`src/rtl/dmem_arbiter.sv`:
```
// dmem_arbiter: two-master (core, ext) arbiter and sequencer for a single-ported
// synchronous data memory. One access at a time takes three cycles:
// IDLE (select) -> ISSUE (memory strobe) -> RESP (done pulse, read data).
module dmem_arbiter #(
  parameter int ADDR_W = 32,
  parameter int DATA_W = 32
) (
  input  logic              clk,
  input  logic              reset,
  input  logic              core_req,
  input  logic              core_we,
  input  logic [ADDR_W-1:0] core_addr,
  input  logic [DATA_W-1:0] core_wdata,
  output logic [DATA_W-1:0] core_rdata,
  output logic              core_done,
  output logic              core_stall,
  input  logic              ext_req,
  input  logic              ext_we,
  input  logic [ADDR_W-1:0] ext_addr,
  input  logic [DATA_W-1:0] ext_wdata,
  output logic [DATA_W-1:0] ext_rdata,
  output logic              ext_done,
  output logic              mem_en,
  output logic              mem_we,
  output logic [ADDR_W-1:0] mem_addr,
  output logic [DATA_W-1:0] mem_wdata,
  input  logic [DATA_W-1:0] mem_rdata,
  output logic              gnt_ext
);

  typedef enum logic [1:0] {
    IDLE  = 2'd0,
    ISSUE = 2'd1,
    RESP  = 2'd2
  } state_t;

  // Clearing the two low address bits forces word alignment; there are no
  // sub-word accesses.
  localparam logic [ADDR_W-1:0] ALIGN_MASK = ~ADDR_W'(3);

  state_t            state;
  state_t            state_nxt;
  logic              grant;
  logic              sel_ext;
  logic              last_ext;
  logic              we_q;
  logic [ADDR_W-1:0] addr_q;
  logic [DATA_W-1:0] wdata_q;
  logic [DATA_W-1:0] core_rdata_q;
  logic [DATA_W-1:0] ext_rdata_q;

  // Round-robin winner: on contention the previous winner loses; a lone
  // requester always wins.
  always_comb begin
    sel_ext = ext_req & (~core_req | ~last_ext);
    grant   = (state == IDLE) & (core_req | ext_req);
  end

  // State register; an asynchronous reset drops any access in flight.
  always_ff @(posedge clk or negedge reset) begin
    if (!reset) state <= IDLE;
    else        state <= state_nxt;
  end

  // Next state and per-state strobes. mem_we is gated by ISSUE, so it falls
  // with the asynchronous state reset and no write can land after reset.
  always_comb begin
    state_nxt = state;
    mem_en    = 1'b0;
    mem_we    = 1'b0;
    core_done = 1'b0;
    ext_done  = 1'b0;
    case (state)
      IDLE: begin
        if (core_req | ext_req) state_nxt = ISSUE;
      end
      ISSUE: begin
        mem_en    = 1'b1;
        mem_we    = we_q;
        state_nxt = RESP;
      end
      RESP: begin
        core_done = ~last_ext;
        ext_done  = last_ext;
        state_nxt = IDLE;
      end
      default: state_nxt = IDLE;
    endcase
  end

  // Latch the winner's access in IDLE; request changes later in the
  // transaction do not disturb it. last_ext also names the current winner.
  always_ff @(posedge clk or negedge reset) begin
    if (!reset) begin
      last_ext <= 1'b1;
      we_q     <= 1'b0;
      addr_q   <= '0;
      wdata_q  <= '0;
    end else if (grant) begin
      last_ext <= sel_ext;
      we_q     <= sel_ext ? ext_we : core_we;
      addr_q   <= (sel_ext ? ext_addr : core_addr) & ALIGN_MASK;
      wdata_q  <= sel_ext ? ext_wdata : core_wdata;
    end
  end

  // Hold the last read word per master; writes leave it untouched.
  always_ff @(posedge clk or negedge reset) begin
    if (!reset) begin
      core_rdata_q <= '0;
      ext_rdata_q  <= '0;
    end else if ((state == RESP) && !we_q) begin
      if (last_ext) ext_rdata_q  <= mem_rdata;
      else          core_rdata_q <= mem_rdata;
    end
  end

  // Read data must already be valid in the done cycle, so the memory output
  // is passed straight through then and the held copy is used afterwards.
  always_comb begin
    core_rdata = (core_done & ~we_q) ? mem_rdata : core_rdata_q;
    ext_rdata  = (ext_done  & ~we_q) ? mem_rdata : ext_rdata_q;
    core_stall = core_req & ~core_done;
    mem_addr   = addr_q;
    mem_wdata  = wdata_q;
    gnt_ext    = last_ext;
  end

endmodule

```
`config.mk`:
```
export PLATFORM = sky130hd
export DESIGN_NAME = dmem_arbiter
export DESIGN_NICKNAME = d
export VERILOG_FILES = /design/src/rtl/dmem_arbiter.sv
export SDC_FILE = /design/constraint.sdc
export NUM_CORES = 1
export LEC_CHECK = 0
export BUFFER_PORTS_ARGS = -buffer_cell sky130_fd_sc_hd__buf_2
export CAP_MARGIN = 15
export CORE_AREA = 10 10 121 167
export DETAILED_ROUTE_END_ITERATION = 6
export DIE_AREA = 0 0 131 177
export GPL_ROUTABILITY_DRIVEN = 0
export PLACE_DENSITY = 0.66
export SETUP_SLACK_MARGIN = 0.5
export SYNTH_ARGS = -nofsm -noshare
export SYNTH_HDL_FRONTEND = slang
export SYNTH_SLANG_ARGS = --single-unit
```
`constraint.sdc`:
```
create_clock -name clk -period 2.5 [get_ports clk]
set_input_delay 0.25 -clock clk [delete_from_list [all_inputs] [get_ports clk]]
set_output_delay 0.25 -clock clk [all_outputs]
set_load 0.01 [all_outputs]
```
# --- Word-level counts from Yosys, hierarchy flattened ---
# Cells that the tools add are included.
totals:
  regBits: 130
  latch_bits: 0
  mem_bits_rw: 0
  mem_bits_ro: 0
  in_bits: 166
  wordCells: 37
  n_memories: 0
op_classes:
  addsub: 0
  n_mul: 0
  n_div: 0
  order_cmp: 0
  eq_ne: 3
  shifts: 0
  mux: 11
  bitwise: 11
  reduce_logical: 5
ops:
  columns: ["op", "count"]
  rows:
  - ["$mux 32", 4]
  - ["$and 1x1->1", 5]
  - ["$mux 1", 5]
  - ["$not 1->1", 4]
  - ["$pmux 2 s2", 1]
  - ["$reduce_and 2->1", 2]
  - ["$eq 2x1->1 const B", 1]
  - ["$eq 2x2->1 const B", 1]
  - ["$logic_not 2->1", 1]
  - ["$mux 2", 1]
  - ["$ne 2x1->1 const B", 1]
  - ["$or 1x1->1", 2]
  - ["$logic_and 1x1->1", 1]
  - ["$logic_not 1->1", 1]

# --- Depth between registers and ports, before layout ---
depth:
  word_depth: 4
  ltp_mapped: 5

# --- Least setup slack after synthesis ---
# OpenSTA, ideal clock, no wires.
synth_timing:
  kind: "flip-flop to output port"
  startpoint: "register last_ext (netlist: gnt_ext)"
  endpoint: "output ext_rdata[0]"
  arrival_ns: 1.633
  t_required_ns: 2.250
  path_slack_ns: 0.617
  path_stages_with_launch: 6
  path_buffers: 2
  path_cell_list: "dfstp_2 -> and3b_1 -> nor2b_1 -> buf_6 -> buf_6 -> mux2_1"
synth_between:
  elab_chain_len: 3
synth_lines:
  columns: ["element", "line_no", "text"]
  rows:
  - ["start: declaration", "45", "logic last_ext;"]
  - ["start signal: assignment", "100", "last_ext <= sel_ext;"]
  - ["$mux 1", "73", "case (state)"]
  - ["named net ext_done", "22", "output logic ext_done,"]
  - ["$and 1x1->1", "122", "ext_rdata = (ext_done & ~we_q) ? mem_rdata : ext_rdata_q;"]
  - ["$mux 32", "122", null]
  - ["end: declaration", "21", "output logic [DATA_W-1:0] ext_rdata,"]
# The timed path passes the listed nets, and every way through them passes these cells.

# --- Worst setup path after layout ---
layout_timing:
  startpoint: "register last_ext (netlist: gnt_ext)"
  endpoint: "output core_rdata[1]"
layout_between:
  elab_chain_len: 4
layout_lines:
  columns: ["element", "line_no", "text"]
  rows:
  - ["$not 1->1 (no line)", null, null]
  - ["$mux 1", "73", null]
  - ["$and 1x1->1", "121", "core_rdata = (core_done & ~we_q) ? mem_rdata : core_rdata_q;"]
  - ["$mux 32", "121", null]
  - ["end: declaration", "14", "output logic [DATA_W-1:0] core_rdata,"]
# Every way passes these cells.

==> results.cfg <==
[layout]
multi_input_area_sq_um = 3329
area_delta_synth_final_pct = 47.08
finalNetCount = 935
post-route-util_pct = 57.44
n_fill_cell = 1354
n_antenna_cell = 0
layout_commonest_cell = buf_2
area.sequential_sq_um = 3254
fin_area_sq_um = 9873
final_cell_mix = 260 x buf_2, 129 x dfrtp_1, 104 x mux2_2
drive_gt1_share_pct = 74.30

[power]
p_leak_nw = 4.886
p_per_area_nw_per_um2 = 1226
peakVddDrop_uv = 542.9

[timing]
finClkSkew_ns = 0.01325
hold_viol = 0
grt_setup_unrepaired = yes
clock.fmax_mhz = 423.5
finalSetupTns_ns = 0
post-route-min-period_ns = 2.361
setup_violations = 0
drv_slew = 0
period_share_pct = 94.46

[synthesis]
ys_ff_latch = 130
synth_cell_types = 19
syn_area_sq_um = 6713
syn_avg_cell_area_sq_um = 15.68
synthCells = 428
yosys_warnings = 0
ys_seq_area_share_pct = 48.48

[critical_path]
rr_worst_depth = 6
arrival_ns = 2.11
cp_data_required_time_ns = 2.25
slowest_stage = dfstp_2
cp_common_cell = buf_4
timing_worst_setup_path_type = reg -> out
critPathTopFamily = buffers and inverters
crit_fanout = 12
critPathLaunchType = flip-flop
rr_endpoint = mem_addr[3]$_DFFE_PN0P_
end_kind = primary output
r2r_start = gnt_ext$_DFFE_PN1P_
path_buf_inv = 4
reg2reg_slack_ns = 0.54
cp_cell_sequence = buf_4 > nor3b_4 > nor2b_4 > buf_12 > buf_4 > mux2_1 > buf_2
crit_path_max_incr_delay_ns = 0.37

[placed_design]
dp_hpwl_um = 14070
detailed_place.area_sq_um = 8453
io_buffers = 293

[floorplan]
die_h_um = 177
coreArea_sq_um = 17190
start_util_pct = 39.06
die-width_um = 131
dieArea_sq_um = 23190
io_pins = 300
row_count = 57

[cts]
cts.sinks = 130
clk_latency_ns = 0.42
clkTransAtPathRegs_ns = 0.06
clock_path_buffers = 2
h-tree-depth = 4
cts_root_buf = clkbuf_16
cts_tree = yes
cts_inserted_buffers = 17

[global_routing]
grt_start_max_net_pins = 68
grt_pass1_wl_um = 28470
grt_usage_pct = 15.76
gr-total-overflow = 0
grt_pass1_vias = 5501
antenna_found_initial = 0

[drt]
drtAntennaViolNets = 0
drt-wirelength-per-cell_um = 19.08
viasPerCell = 4.707
vias = 4792
drcViolationCount = 0
dr.first_iter.drc_count = 147
wl_um = 19430
dr.pass1.iters = 4

[worst_hold_path]
hold_start = mem_rdata[27]
holdPathStages = 2
hold_class = in -> reg
hold_end = core_rdata_q[27]$_DFFE_PN0P_

[flow_run]
cap_violations = 0

[run_status]
outcome = complete, no violations
[registers in the layout (all words and copies together) (netlist names)]
register      cells
core_rdata_q     32
gnt_ext           1
mem_wdata        32
state             2
mem_addr         30
ext_rdata_q      32
we_q              1
[repair_timing]
item	4_1_cts	5_1_grt
setup buffers	19	7
gates resized for setup	10	73
endpoints found under the setup margin	64	125
gates cloned	2	7
hold buffers	1	0
pin swaps	1	1
hold endpoints to repair	34	0
[Yosys cell counts]
cell | count | area share, %
and3b_1 | 1 | 0.13
conb_1 | 1 | 0.056
buf_6 | 20 | 3.4
mux2_4 | 59 | 13
a21bo_1 | 1 | 0.15
nor2b_1 | 5 | 0.47
mux2_2 | 104 | 17
buf_2 | 6 | 0.45
inv_1 | 1 | 0.056
clkbuf_1 | 1 | 0.056
mux2i_1 | 1 | 0.15
nor2_1 | 1 | 0.056
mux2_1 | 91 | 15
nor3_1 | 1 | 0.074
nor3b_2 | 1 | 0.19
buf_4 | 3 | 0.34
dfrtp_1 | 129 | 48
dfstp_2 | 1 | 0.39
and2_1 | 1 | 0.093
[cells by family (layout without fill, tap and decap cells)]
kind of cell	count (synthesis)	after routing	share of synthesized area (%)
AOI/OAI and AO/OA	1	1	0.1491
buffers and inverters	31	384	4.250
DFF	130	130	48.48
muxes	255	255	46.06
other	1	2	0.05586
and+or+nand+nor	10	10	1.006
[worst max-delay path by stage]
stage,start,to,depth (start not counted)
after floorplan,gnt_ext$_DFFE_PN1P_,ext_rdata[0],5
after global placement,state[0]$_DFFE_PN0P_,core_rdata[5],5
after detailed placement,state[0]$_DFFE_PN0P_,core_rdata[5],5
after CTS,gnt_ext$_DFFE_PN1P_,ext_rdata[1],6
after global routing,gnt_ext$_DFFE_PN1P_,core_rdata[1],7
final,gnt_ext$_DFFE_PN1P_,core_rdata[1],7
[worst reg2reg max path, cell delays in order (launching register included)]
cell and delay (ns):
dfstp_2 0.53, buf_4 0.12, buf_4 0.12, a21bo_4 0.24, clkbuf_16 0.25, mux2_4 0.31
mux2_2 0.26
[stage by stage]
step | hold WS, ns | setup WS (ns) | total power, mW | std cells
3_5_place_dp | 0.2452 | 0.2961 | 8.670 | 950
5_1_grt | 0.08784 | 0.04894 | 12.82 | 1018
3_3_place_gp | 0.2303 | 0.3028 | 8.502 | 950
2_1_floorplan | -0.04559 | 0.6173 | 6.663 | 429
4_1_cts | 0.07408 | 0.1155 | 11.50 | 1004
6_report | 0.09500 | 0.1385 | 12.10 | 1018
[report_power, final]
group          switching, mW  leakage [nW]  internal (mW)
sequential             0.534          1.55           3.19
combinational           2.47          3.05           3.38
clock                  0.932         0.287           1.60
total                   3.93          4.89           8.17
[area by class of cell]
| type | instances | area share (%) |
|---|---|---|
| Clock buffer | 20 | 4.524 |
| Clock inverter | 12 | 1.597 |
| Inverter | 1 | 0.03802 |
| Multi-Input combinational cell | 268 | 33.72 |
| Sequential cell | 130 | 32.96 |
| Tap cell | 236 | 2.991 |
| Timing Repair Buffer | 351 | 24.17 |
[layer usage]
layer / routed length [um] / share of wire [%] / track usage [%]
met2: 10370 / 53 / 27.87
met4: 346 / 1.8 / 6.273
met3: 1536 / 7.9 / 6.147
met1: 7172 / 37 / 16.13
met5: 0 / 0 / 0
Power figures use the tool's default switching activity.
